[src/rtl/serial_pkg.sv]
// -----------------------------------------------------------------------------
// serial_pkg
// Shared definitions for the serial receive/transmit blocks.
//   state_t   : 2-bit frame state encoding
//   S_IDLE / S_START / S_DATA / S_STOP : frame states
//   LINE_IDLE : level of the serial line when no frame is in flight
// -----------------------------------------------------------------------------
package serial_pkg;

   typedef logic [1:0] state_t;

   localparam state_t S_IDLE  = 2'd0;
   localparam state_t S_START = 2'd1;
   localparam state_t S_DATA  = 2'd2;
   localparam state_t S_STOP  = 2'd3;

   localparam logic LINE_IDLE = 1'b1;

endpackage

[src/rtl/sync_2ff.sv]
// -----------------------------------------------------------------------------
// sync_2ff
// Generic two-flop synchroniser for asynchronous inputs, one chain per bit.
// Ports:
//   clk  : destination clock
//   rst  : synchronous active-high reset; both flops load RESET_VAL
//   d    : asynchronous input
//   q    : synchronised output, two cycles of latency
// -----------------------------------------------------------------------------
module sync_2ff #(
   parameter int               WIDTH     = 1,
   parameter logic [WIDTH-1:0] RESET_VAL = '0
) (
   input  logic             clk,
   input  logic             rst,
   input  logic [WIDTH-1:0] d,
   output logic [WIDTH-1:0] q
);

   logic [WIDTH-1:0] meta_reg;
   logic [WIDTH-1:0] sync_reg;

   generate
      for (genvar gi = 0; gi < WIDTH; gi++) begin : g_bit
         always_ff @(posedge clk) begin
            if (rst) begin
               meta_reg[gi] <= RESET_VAL[gi];
               sync_reg[gi] <= RESET_VAL[gi];
            end else begin
               meta_reg[gi] <= d[gi];
               sync_reg[gi] <= meta_reg[gi];
            end
         end
      end
   endgenerate

   assign q = sync_reg;

endmodule

[src/rtl/serial_byte_rx.sv]
// -----------------------------------------------------------------------------
// serial_byte_rx
// Oversampling serial frame receiver: start bit, DATA_BITS data bits (LSB
// first), one stop bit, idle-high line. All timing is derived from clk.
// Ports:
//   clk        : system clock
//   rst        : synchronous active-high reset (aborts any frame in flight)
//   rx_in      : asynchronous serial line
//   data_out   : last correctly framed word, held between frames
//   data_valid : one-cycle pulse, data_out updated in the same cycle
//   frame_err  : one-cycle pulse when the stop bit is sampled low
//   busy       : registered "state is not IDLE"
// -----------------------------------------------------------------------------
module serial_byte_rx
   import serial_pkg::*;
#(
   parameter int CLKS_PER_BIT = 16,
   parameter int DATA_BITS    = 8
) (
   input  logic                 clk,
   input  logic                 rst,
   input  logic                 rx_in,
   output logic [DATA_BITS-1:0] data_out,
   output logic                 data_valid,
   output logic                 frame_err,
   output logic                 busy
);

   localparam int CW = $clog2(CLKS_PER_BIT);
   localparam int BW = $clog2(DATA_BITS + 1);

   localparam logic [CW-1:0] CNT_HALF = CW'(CLKS_PER_BIT / 2 - 1);
   localparam logic [CW-1:0] CNT_LAST = CW'(CLKS_PER_BIT - 1);
   localparam logic [BW-1:0] IDX_LAST = BW'(DATA_BITS - 1);

   logic rx_s;

   state_t               state_reg, state_next;
   logic [CW-1:0]        cnt_reg, cnt_next;
   logic [BW-1:0]        idx_reg, idx_next;
   logic [DATA_BITS-1:0] shift_reg, shift_next, shift_in;
   logic [DATA_BITS-1:0] data_reg;
   logic                 valid_reg, err_reg, busy_reg;

   logic sample_bit;
   logic stop_tick;
   logic valid_set;
   logic err_set;

   // Synchroniser idles high so reset never looks like a start bit.
   sync_2ff #(
      .WIDTH     (1),
      .RESET_VAL (LINE_IDLE)
   ) u_sync (
      .clk (clk),
      .rst (rst),
      .d   (rx_in),
      .q   (rx_s)
   );

   // ---------------------------------------------------------------- state reg
   always_ff @(posedge clk) begin
      if (rst) state_reg <= S_IDLE;
      else     state_reg <= state_next;
   end

   // --------------------------------------------------------------- next state
   always_comb begin
      state_next = state_reg;
      case (state_reg)
         S_IDLE: begin
            if (rx_s == 1'b0) state_next = S_START;
         end
         S_START: begin
            // Re-check the line at mid start bit; a high level means glitch.
            if (cnt_reg == CNT_HALF) state_next = rx_s ? S_IDLE : S_DATA;
         end
         S_DATA: begin
            if (cnt_reg == CNT_LAST && idx_reg == IDX_LAST) state_next = S_STOP;
         end
         S_STOP: begin
            // Leave at mid stop bit so a directly following start edge is seen.
            if (cnt_reg == CNT_LAST) state_next = S_IDLE;
         end
         default: state_next = S_IDLE;
      endcase
   end

   // ----------------------------------------------------------------- outputs
   always_comb begin
      sample_bit = (state_reg == S_DATA) && (cnt_reg == CNT_LAST);
      stop_tick  = (state_reg == S_STOP) && (cnt_reg == CNT_LAST);
      valid_set  = stop_tick && rx_s;
      err_set    = stop_tick && !rx_s;
   end

   // ----------------------------------------------------------- datapath next
   // Start bit lands a half bit ahead, so every later sample hits a bit centre
   // after a full CLKS_PER_BIT count.
   generate
      if (DATA_BITS == 1) begin : g_shift_one
         assign shift_in = rx_s;
      end else begin : g_shift_many
         assign shift_in = {rx_s, shift_reg[DATA_BITS-1:1]};
      end
   endgenerate

   always_comb begin
      cnt_next   = cnt_reg + CW'(1);
      idx_next   = idx_reg;
      shift_next = shift_reg;

      if (state_reg == S_IDLE || state_next != state_reg || sample_bit)
         cnt_next = '0;

      if (state_reg == S_START && state_next == S_DATA)
         idx_next = '0;
      else if (sample_bit)
         idx_next = idx_reg + BW'(1);

      if (sample_bit)
         shift_next = shift_in;
   end

   always_ff @(posedge clk) begin
      if (rst) begin
         cnt_reg   <= '0;
         idx_reg   <= '0;
         shift_reg <= '0;
      end else begin
         cnt_reg   <= cnt_next;
         idx_reg   <= idx_next;
         shift_reg <= shift_next;
      end
   end

   // ------------------------------------------------------- registered outputs
   always_ff @(posedge clk) begin
      if (rst) begin
         data_reg  <= '0;
         valid_reg <= 1'b0;
         err_reg   <= 1'b0;
         busy_reg  <= 1'b0;
      end else begin
         valid_reg <= valid_set;
         err_reg   <= err_set;
         busy_reg  <= (state_reg != S_IDLE);
         if (valid_set) data_reg <= shift_reg;
      end
   end

   assign data_out   = data_reg;
   assign data_valid = valid_reg;
   assign frame_err  = err_reg;
   assign busy       = busy_reg;

endmodule
[config.mk]
export PLATFORM = sky130hd
export DESIGN_NAME = serial_byte_rx
export DESIGN_NICKNAME = d
export VERILOG_FILES = /design/src/rtl/serial_pkg.sv /design/src/rtl/sync_2ff.sv /design/src/rtl/serial_byte_rx.sv
export SDC_FILE = /design/constraint.sdc
export NUM_CORES = 1
export LEC_CHECK = 0
export BUFFER_PORTS_ARGS = -buffer_cell sky130_fd_sc_hd__buf_2
export CAP_MARGIN = 0
export CORE_MARGIN = 2
export CORE_UTILIZATION = 52
export DETAILED_ROUTE_END_ITERATION = 10
export PLACE_DENSITY = 0.72
export SETUP_SLACK_MARGIN = 0.5
export SLEW_MARGIN = 30
export SYNTH_ARGS = -nofsm -noshare
export SYNTH_HDL_FRONTEND = slang
export SYNTH_HIERARCHICAL = 1
export SYNTH_SLANG_ARGS = --single-unit
export TNS_END_PERCENT = 1
[constraint.sdc]
create_clock -name clk -period 1.8 [get_ports clk]
set_input_delay 0.09 -clock clk [delete_from_list [all_inputs] [get_ports clk]]
set_output_delay 0.09 -clock clk [all_outputs]
set_load 0.05 [all_outputs]
==> results_tabular.tex <==
\begin{tabular}{lr}
\hline
Metric & Value \\
\hline
\multicolumn{2}{l}{\textbf{Routing}} \\
\quad Number of remaining DRC errors & 0 \\
\quad Via/cell ratio & 5.793 \\
\quad Remaining antenna violation count & 0 \\
\quad Routed vias & 1089 \\
\quad Routed WL per cell & 13.61 µm \\
\quad DRC marker count from the first detailed-route iteration & 25 \\
\quad Pre-antenna DRT Iters & 4 \\
\quad DRT Wirelength & 2559 µm \\
\multicolumn{2}{l}{\textbf{Pwr}} \\
\quad Overall power of the completed layout & 1.078 mW \\
\quad LEAKAGE & 0.5415 nW \\
\quad IR drop worst, VDD & 0.0005119 V \\
\quad Power Dens Cells & 745.6 nW/µm² \\
\multicolumn{2}{l}{\textbf{Synth}} \\
\quad Mapped Avg Cell Area & 8.941 µm² \\
\quad Cell type with the highest aggregate area in the netlist & sky130\_fd\_sc\_hd\_\_dfxtp\_1 \\
\quad Leading cell types by count after synthesis & 31 x sky130\_fd\_sc\_hd\_\_dfxtp\_1, 22 x sky130\_fd\_sc\_hd\_\_a21oi\_1, 22 x sky130\_fd\_sc\_hd\_\_nand3\_1 \\
\quad Most common flop cell mapped by yosys & sky130\_fd\_sc\_hd\_\_dfxtp\_1 \\
\quad Sequential cell area fraction in the yosys report & 0.4820 \\
\quad Number of synthesis warnings & 6 \\
\quad Count of mapped cells out of synthesis & 144 \\
\quad Cell area after synthesis & 1287 µm² \\
\quad Synthesized netlist net count & 149 \\
\quad Dominant cell by count in the synthesized netlist & sky130\_fd\_sc\_hd\_\_dfxtp\_1 \\
\quad Number of enable-type register cells in the synthesized netlist & 0 \\
\quad Library cells used by synthesis & 33 \\
\quad Area fraction of the dominant cell type after synthesis & 0.4820 \\
\quad Cell types with the largest area share after synthesis & sky130\_fd\_sc\_hd\_\_dfxtp\_1 48\%, sky130\_fd\_sc\_hd\_\_a21oi\_1 8.6\%, sky130\_fd\_sc\_hd\_\_nand3\_1 8.6\%, sky130\_fd\_sc\_hd\_\_o21ai\_0 7.8\%, sky130\_fd\_sc\_hd\_\_ha\_1 1.9\% \\
\quad Proportion of synthesized flip-flops having asynchronous set or reset & 0 \\
\quad Synthesis-stage register bit count & 31 \\
\multicolumn{2}{l}{\textbf{STA}} \\
\quad Worst max-slew margin expressed relative to the limit & 0.7072 \\
\quad Max Fclk & 0.7609 GHz \\
\quad Summed negative setup slack over all endpoints & 0 ps \\
\quad Setup violation total in the final timing report & 0 \\
\quad Transition time at the pin with the least slew margin & 439.2 ps \\
\quad Final Cycle Share & 0.7301 \\
\quad Final count of pins violating max slew & 0 \\
\quad Layout Skew & 4.130 ps \\
\quad Shortest clock period the worst path allows after layout & 1314 ps \\
\quad Final-report hold violation count & 0 \\
\quad Unrepaired setup endpoints after global routing & yes \\
\multicolumn{2}{l}{\textbf{Critical path}} \\
\quad Delay of the slowest cell on the worst path & 420 ps \\
\quad Required time reported for the critical path endpoint & 2060 ps \\
\quad Cell-by-cell trace of the critical path & ha\_4 -> nand4\_4 -> or4\_1 -> a21oi\_1 \\
\quad Maximum fanout along the worst path & 7 \\
\quad Arrival time reported for the critical path endpoint & 1570 ps \\
\quad Crit path capture type & register \\
\quad Family with the most delay on the worst path & simple AND/OR/NAND/NOR gates \\
\quad Type of origin of the critical path & register \\
\quad Slowest library cell on the worst path & sky130\_fd\_sc\_hd\_\_or4\_1 \\
\quad Count of buffering cells on the critical path with inverters included & 0 \\
\quad Kind of critical path & register to register \\
\multicolumn{2}{l}{\textbf{Place}} \\
\quad DP Area & 1354 µm² \\
\quad Gpl congestion & 0.7818 \\
\quad Number of port buffers & 13 \\
\quad Half-perimeter wire length after placement & 1691 µm \\
\multicolumn{2}{l}{\textbf{GRT}} \\
\quad Global-route wire length before repair & 3884 µm \\
\quad Global-route congestion overflow total & 0 \\
\quad Largest net degree at the start of global routing & 26 \\
\quad Overall global routing resource usage & 0.1917 \\
\quad Number of antenna violations at the first check in global routing & 0 \\
\quad Number of global-route vias before repair & 873 \\
\multicolumn{2}{l}{\textbf{CTS}} \\
\quad CTS tree & yes \\
\quad Maximum buffer depth of the clock tree & 2 \\
\quad Root Driver & sky130\_fd\_sc\_hd\_\_clkbuf\_4 \\
\quad Clock transition at the registers of the reported paths & 90 ps \\
\quad Clock Sinks & 31 \\
\quad Worst-Skew Late Latency & 320 ps \\
\quad CTS Buf Count & 5 \\
\quad CTS H-tree lvls & 2 \\
\multicolumn{2}{l}{\textbf{Layout}} \\
\quad FF/Latch Area & 631.9 µm² \\
\quad Area overhead of the layout relative to synthesis & 12.34\% \\
\quad Area occupied by multi-input gates & 604.3 µm² \\
\quad Number of diodes added for antenna fixing & 0 \\
\quad Fill cell instance count of the final layout & 226 \\
\quad Final std cell area, no fill & 1446 µm² \\
\quad Net count of the finished layout & 164 \\
\quad Utilization after layout & 0.6002 \\
\quad Fraction of layout instances using a drive strength above 1 & 0.2152 \\
\multicolumn{2}{l}{\textbf{Floorplan}} \\
\quad Core region area & 2410 µm² \\
\quad Initial standard-cell utilization of the core & 0.5343 \\
\quad Die Width & 53.76 µm \\
\quad Number of top-level design ports & 14 \\
\quad \# rows & 18 \\
\quad Die ar. & 2890 µm² \\
\quad Vertical die dimension & 53.76 µm \\
\multicolumn{2}{l}{\textbf{Min path}} \\
\quad Class of the tightest hold or removal check & input port to register \\
\multicolumn{2}{l}{\textbf{Run}} \\
\quad Max-capacitance violation count & 0 \\
\multicolumn{2}{l}{\textbf{Run status}} \\
\quad Outcome & finished clean \\
\hline
\end{tabular}
## placed cells by master (no fill, tap or decap), drive strengths merged
| cell | instances |
|---|---|
| a211oi | 1 |
| a21boi | 2 |
| a21o | 1 |
| a21oi | 22 |
| a221oi | 1 |
| a31oi | 1 |
| and2 | 1 |
| and3 | 2 |
| and4 | 1 |
| and4b | 1 |
| buf | 19 |
| clkbuf | 6 |
| clkinv | 1 |
| dfxtp | 31 |
| dlygate4sd3 | 1 |
| ha | 2 |
| inv | 2 |
| nand2b | 1 |
| nand3 | 22 |
| nand4 | 1 |
| nand4b | 1 |
| nor2 | 3 |
| nor2b | 2 |
| nor3 | 3 |
| o211ai | 1 |
| o21ai | 20 |
| o21bai | 1 |
| o31ai | 1 |
| or2 | 2 |
| or3 | 2 |
| or4 | 1 |
| xnor2 | 2 |
## timing repair
| action | CTS | global route |
|---|---|---|
| endpoints found under the setup margin | 23 | 22 |
| pin swaps | 0 | 1 |
| resized for setup | 6 | 4 |
| hold endpoints to repair | 1 | 0 |
| hold buffers | 1 | 0 |
| buffers inserted | 2 | 1 |
## metrics by stage
stage / cells / hold WS, ps / setup WS (ps)
after floorplan: 144 / 156.2 / 487.4
after global placement: 178 / 268.6 / 396.4
after detailed placement: 178 / 274.6 / 358.2
after CTS: 187 / 195.5 / 486.8
after global routing: 188 / 223.7 / 410.9
final: 188 / 208.1 / 485.8
## where the power goes
part / internal (mW) / switching [mW] / total [mW]
Combinational: 0.0123 / 0.0243 / 0.0366
Clock: 0.139 / 0.210 / 0.349
Sequential: 0.687 / 0.00525 / 0.693
Total: 0.838 / 0.240 / 1.08
## metal layers
layer | wire [µm] | vias up | global-route usage
met5 | 0 | - | 0
met4 | 45 | 0 | 0.1197
met3 | 71 | 6 | 0.05000
met2 | 1158 | 16 | 0.2724
met1 | 1284 | 514 | 0.2560
li1 | - | 553 | -
## path summary, 6_finish.rpt
| kind | startpoint | end | slack [ps] | cells past startpoint |
|---|---|---|---|---|
| min reg2reg | u_sync/meta_reg | u_sync/q | 410 | 1 |
| max reg2reg | cnt_reg[0] | idx_reg[3] | 490 | 4 |
| max | cnt_reg[0] | idx_reg[3] | 490 | 4 |
| min | rst | shift_reg[1] | 210 | 2 |
## cell type report
class                           instances  area share
Inverter                                3    0.007785
Clock buffer                            6     0.02855
Multi-Input combinational cell         98      0.4178
Timing Repair Buffer                   20     0.08304
Tap cell                               30     0.02595
Sequential cell                        31      0.4369
## logic make-up after synthesis
group	Yosys count	synth area share
compound gates	51	0.2206
buf+inv	15	0.06608
fa+ha+maj	2	0.01943
xor+xnor	2	0.01361
flops	31	0.4820
simple gates	43	0.1983
No activity file was read; power rests on OpenSTA's default activity.
